`config.mk`:
```
export PLATFORM = sky130hd
export DESIGN_NAME = mem_region_arbiter
export DESIGN_NICKNAME = d
export VERILOG_FILES = /design/src/rtl/mem_region_arbiter.sv
export SDC_FILE = /design/constraint.sdc
export NUM_CORES = 1
export LEC_CHECK = 0
export ABC_AREA = 1
export BUFFER_PORTS_ARGS = -buffer_cell sky130_fd_sc_hd__buf_2
export CAP_MARGIN = 20
export CORE_UTILIZATION = 47
export DETAILED_ROUTE_END_ITERATION = 12
export GPL_ROUTABILITY_DRIVEN = 0
export GPL_TIMING_DRIVEN = 0
export PLACE_DENSITY_LB_ADDON = 0.08
export SYNTH_ARGS = -nofsm -noshare
export SYNTH_HDL_FRONTEND = slang
export SYNTH_SLANG_ARGS = --single-unit
```
`constraint.sdc`:
```
create_clock -name clk -period 2.75 [get_ports clk]
set_clock_uncertainty 0.05 [all_clocks]
set_input_delay 0.4125 -clock clk [delete_from_list [all_inputs] [get_ports clk]]
set_output_delay 0.4125 -clock clk [all_outputs]
set_load 0.1 [all_outputs]
```
`src/rtl/mem_region_arbiter.sv`:
```
// mem_region_arbiter
//   Address-space decoder and access sequencer that sits between the CPU datapath
//   and the memory / IO side. The address space is split into three regions:
//   PROGRAM (below DATA_BASE), DATA (DATA_BASE up to IO_BASE) and IO (IO_BASE
//   and above). Program space is write protected. The block also keeps a bank
//   of sticky event flags that are cleared when they are read.
//
// Ports
//   clk, rst           system clock and synchronous active-high reset
//   req/we/adr/wdata   access request from the datapath, sampled only in IDLE
//   rdata, ready       read data and one-cycle completion pulse
//   prot_fault         one-cycle pulse when a PROGRAM write is rejected
//   mem_en, mem_we     memory enable and write strobe for PROGRAM/DATA
//   mem_rdata          memory read data, valid the cycle after mem_en
//   io_in, io_out      IO read slots and IO write registers (N_IO x DATA_W)
//   io_wstb            per-slot one-cycle write strobe
//   evt_in             event pulses that set the sticky flags
//
// States
//   state      | meaning
//   S_IDLE     | waiting for req; PROGRAM writes are rejected here
//   S_MEM      | mem_en asserted for one cycle
//   S_MEM_RSP  | memory response: ready, rdata from mem_rdata
//   S_IOW      | IO wait counter running down to zero
//   S_IO_DONE  | IO completion: ready, IO read/write and sticky clear

module mem_region_arbiter #(
    parameter int                ADDR_W    = 16,
    parameter int                DATA_W    = 16,
    parameter logic [ADDR_W-1:0] DATA_BASE = 16'hA000,
    parameter logic [ADDR_W-1:0] IO_BASE   = 16'hC000,
    parameter int                N_IO      = 4,
    parameter int                IO_WAIT   = 2
) (
    input  logic                     clk,
    input  logic                     rst,
    input  logic                     req,
    input  logic                     we,
    input  logic [ADDR_W-1:0]        adr,
    input  logic [DATA_W-1:0]        wdata,
    output logic [DATA_W-1:0]        rdata,
    output logic                     ready,
    output logic                     prot_fault,
    output logic                     mem_en,
    output logic                     mem_we,
    input  logic [DATA_W-1:0]        mem_rdata,
    input  logic [N_IO*DATA_W-1:0]   io_in,
    output logic [N_IO*DATA_W-1:0]   io_out,
    output logic [N_IO-1:0]          io_wstb,
    input  logic [N_IO-1:0]          evt_in
);

    localparam int IDX_W = $clog2(N_IO);

    typedef enum logic [2:0] {
        S_IDLE,
        S_MEM,
        S_MEM_RSP,
        S_IOW,
        S_IO_DONE
    } state_t;

    state_t                   state;
    state_t                   state_nxt;
    logic [3:0]               wait_cnt;
    logic                     acc_we;
    logic [ADDR_W-1:0]        acc_off;
    logic [DATA_W-1:0]        acc_wdata;
    logic                     pf_q;
    logic [N_IO-1:0]          sticky;
    logic [N_IO*DATA_W-1:0]   io_out_q;

    logic                     is_prog;
    logic                     is_io;
    logic [ADDR_W-1:0]        req_off;
    logic                     accept;
    logic [IDX_W-1:0]         idx;
    logic                     off_slot;
    logic                     off_evt;
    logic [DATA_W-1:0]        io_slot_rd;
    logic                     io_wr;
    logic                     sticky_clr;

    assign is_prog = adr < DATA_BASE;
    assign is_io   = adr >= IO_BASE;
    // Only meaningful for IO addresses; computed full width so that the top
    // of the address space maps to an out-of-range offset instead of wrapping.
    assign req_off = adr - IO_BASE;
    assign accept  = (state == S_IDLE) && req;

    assign idx        = acc_off[IDX_W-1:0];
    assign off_slot   = acc_off < ADDR_W'(N_IO);
    assign off_evt    = acc_off == ADDR_W'(N_IO);
    assign io_slot_rd = io_in[idx*DATA_W +: DATA_W];
    assign io_wr      = (state == S_IO_DONE) && acc_we && off_slot;
    assign sticky_clr = (state == S_IO_DONE) && !acc_we && off_evt;
    assign io_out     = io_out_q;

    always_comb begin
        state_nxt  = state;
        rdata      = '0;
        ready      = pf_q;
        prot_fault = pf_q;
        mem_en     = 1'b0;
        mem_we     = 1'b0;
        io_wstb    = '0;
        case (state)
            S_IDLE: begin
                if (req) begin
                    if (is_io) begin
                        state_nxt = S_IOW;
                    end else if (!(is_prog && we)) begin
                        state_nxt = S_MEM;
                    end
                end
            end
            S_MEM: begin
                mem_en    = 1'b1;
                mem_we    = acc_we;
                state_nxt = S_MEM_RSP;
            end
            S_MEM_RSP: begin
                ready     = 1'b1;
                if (!acc_we) begin
                    rdata = mem_rdata;
                end
                state_nxt = S_IDLE;
            end
            S_IOW: begin
                if (wait_cnt == 4'd0) begin
                    state_nxt = S_IO_DONE;
                end
            end
            S_IO_DONE: begin
                ready = 1'b1;
                if (!acc_we) begin
                    if (off_slot) begin
                        rdata = io_slot_rd;
                    end else if (off_evt) begin
                        rdata = DATA_W'(sticky);
                    end
                end
                if (io_wr) begin
                    io_wstb[idx] = 1'b1;
                end
                state_nxt = S_IDLE;
            end
            default: begin
                state_nxt = S_IDLE;
            end
        endcase
    end

    always_ff @(posedge clk) begin
        if (rst) begin
            state     <= S_IDLE;
            wait_cnt  <= '0;
            acc_we    <= 1'b0;
            acc_off   <= '0;
            acc_wdata <= '0;
            pf_q      <= 1'b0;
            sticky    <= '0;
            io_out_q  <= '0;
        end else begin
            state <= state_nxt;
            pf_q  <= accept && is_prog && we;
            if (accept) begin
                acc_we    <= we;
                acc_off   <= req_off;
                acc_wdata <= wdata;
                wait_cnt  <= 4'(IO_WAIT);
            end else if ((state == S_IOW) && (wait_cnt != 4'd0)) begin
                wait_cnt <= wait_cnt - 4'd1;
            end
            // A new event in the clearing cycle survives the clear.
            if (sticky_clr) begin
                sticky <= evt_in;
            end else begin
                sticky <= sticky | evt_in;
            end
            if (io_wr) begin
                io_out_q[idx*DATA_W +: DATA_W] <= acc_wdata;
            end
        end
    end

endmodule
```
==> flow_metrics.tcl <==
set metrics [dict create \
    synth_cells 830 \
    dpl.hpwl_mm 13.3 \
    endpoint "io_wstb[1]" \
    overflow 0 \
    finalSetupViolations 0 \
    worst_r2r_path_depth 11 \
    pin_count 208 \
    drt-wirelength-per-cell_um 14.2 \
    cts_tree "yes" \
    status "finished, final reports clean" \
    path_buf_inv 5 \
    synth_top_area_cell "dfxtp_1" \
    grt_use_total_pct 26.9 \
    worstSetupStartpoint "acc_off[1]" \
    drv_slew 0 \
    cp.depth 7 \
    critPathKind "flip-flop to output port" \
    die-area_um2 12800 \
    rsz0062_at_grt "no" \
    dp_slack_ns -0.296 \
    cpMostUsedCell "buf_6" \
    synth_area_um2 5800 \
    layout-drive-gt1-share_pct 33.5 \
    tightest_slew_ns 0.595 \
    avgSynthCellArea_um2 6.99 \
    timing.slew.headroom_pct 60.4 \
    cp_cell_sequence "inv_4, buf_6, ha_1, inv_1, nor2_8, buf_8, buf_6" \
    r2r_start "acc_off[1]" \
    r2r_slack_ns 0.45 \
    rows 40 \
    cts.clk_slew.worst_paths_ns 0.07 \
    yosysUniqueCellTypes 33 \
    ctsRootBufferMaster "clkbuf_16" \
    synth_common_cells "nand2_1 (132), nor2_1 (130), dfxtp_1 (109), nand3_1 (107), nor2_2 (78)" \
    synth_most_common_cell "nand2_1" \
    grt_pass1_wl_mm 27.1 \
    synthFlopType "dfxtp_1" \
    syn2layout_area_growth_pct 28.2 \
    grt_antenna_before_repair 0 \
    core-area_um2 12000 \
    p_per_area_nw_per_um2 592 \
    arrival_ns 2.13 \
    routed_via_density 5.08 \
    cp-start-kind "flip-flop" \
    critPathMaxFanout 11 \
    synth.top_cell.area_share_pct 37.6 \
    period_share_pct 94.4 \
    start_util_pct 48.3 \
    p_leak_uw 0.00356 \
    grt_max_degree 18 \
    max-clock-path-buffers 2 \
    portBuffers 207 \
    slowest_delay_ns 0.40 \
    cp_slowest_cell "dfxtp_2" \
    fp.dieH_um 113 \
    fin_crit_ns 2.60 \
    critPathRequiredTime_ns 2.29 \
    holdWs_ns 0.218 \
    synth-seq-cells 109 \
    htree_levels 3 \
    max_freq_mhz 385 \
    fill_cells 1235 \
    nNetsFinal 1174 \
    worst_slack_ns 0.154 \
    drtIter0Drc 482 \
    vias 6086 \
    antenna_left 0 \
    synthTopCellsByArea "dfxtp_1 (38%), nand3_1 (9.2%), nand2_1 (8.5%)" \
    setup_tns_ns 0 \
    postLayoutCoreUtil_pct 61.9 \
    die_width_um 113 \
    numClockSinks 109 \
    reg2reg_to "io_out[44]" \
    cpLargestDelayFamily "buffers and inverters" \
    synth_fp_nets 958 \
    yosysSeqAreaShare_pct 37.6 \
    yosysWarnings 0 \
    antenna_cells 0 \
    synth_async_sr_flop_share_pct 0 \
    hold_class "input pin to flip-flop" \
    wirelength_mm 17.0 \
    maxCapViolations 0 \
    critPathCaptureType "output port" \
    post_cts_buffers 0 \
    drc_errors 0 \
    hold_viol 0 \
    drt_first_pass_iters 5 \
    numCtsBuffers 9 \
    first_global_vias 5484 \
    clk_latency_ns 0.34 \
    vdd_drop_max_mv 0.335 \
    synth-edff-count 0 \
]
## cell families after synthesis
kind of cell | Yosys count | share of synthesized area [%]
adder cells (fa/ha/maj) | 8 | 1.73
AND/OR/NAND/NOR | 472 | 39.1
buffers and inverters | 112 | 9.19
AO/OA/AOI/OAI | 129 | 12.4
flip-flops | 109 | 37.6
## worst min-delay path, stage by stage
cell	delay, ns
buf_2	0.08
a21oi_1	0.03
nor2_1	0.06
## power breakdown
group | internal [uW] | switching (uW) | leakage [uW] | total, uW
combinational | 364 | 925 | 0.00251 | 1290
clock | 803 | 576 | 0.000154 | 1380
sequential | 1670 | 66.0 | 0.000887 | 1730
total | 2830 | 1570 | 0.00356 | 4400
## through the flow
stage	cell area, um2	power (uW)	cells
4_1_cts	7390	4400	1198
5_1_grt	7430	4610	1198
6_report	7430	4400	1198
2_1_floorplan	5810	2660	830
3_5_place_dp	7030	3000	1184
3_3_place_gp	7030	2990	1184
## how the worst min path moves through the flow
stage,start,to,slack [ns],cells after the start
4_1_cts,evt_in[0],sticky[0],0.22,3
2_1_floorplan,acc_off[5],acc_off[5],0.37,2
3_3_place_gp,acc_off[5],acc_off[5],0.38,2
6_report,evt_in[1],sticky[1],0.22,3
5_1_grt,evt_in[2],sticky[2],0.23,3
3_5_place_dp,acc_off[7],acc_off[7],0.39,2
## layer usage
layer | vias to the layer above | wire length [um] | track usage, %
li1 | 3136 | - | -
met1 | 2710 | 7850 | 36.8
met2 | 213 | 7830 | 43.4
met3 | 27 | 949 | 3.91
met4 | 0 | 332 | 8.95
met5 | - | 0 | 0
## timing repair
| item | in CTS | in global routing |
|---|---|---|
| hold buffers | 0 | 0 |
| resized for setup | 24 | 15 |
| pin swaps | 0 | 0 |
| setup endpoints to repair | 19 | 15 |
## registers in the layout (all words and copies together), names as in the netlist
name        flops
io_out         64
acc_off        16
state           3
wait_cnt        4
acc_wdata      16
prot_fault      1
acc_we          1
sticky          4
## layout make-up
cell class	count	area [um2]	share of cell area (%)
clock inverter	5	82.6	1.11
timing repair buffer	207	1090	14.7
sequential	109	2180	29.4
multi-input combinational	609	3110	41.8
tap	147	184	2.47
buffer	52	323	4.34
inverter	58	225	3.03
clock buffer	11	233	3.13
## layout by cell type (no fill, tap or decap), types with 12 or more instances in the layout
cell type,instances
inv_1,49
clkbuf_1,24
a21oi_1,32
o21ai_1,22
nor2_2,79
nand2_1,132
nand3_1,107
nor2_1,129
dfxtp_1,107
buf_2,200
o21ai_0,42
a22o_1,12
o22ai_1,18
Power figures use the tool's default switching activity.
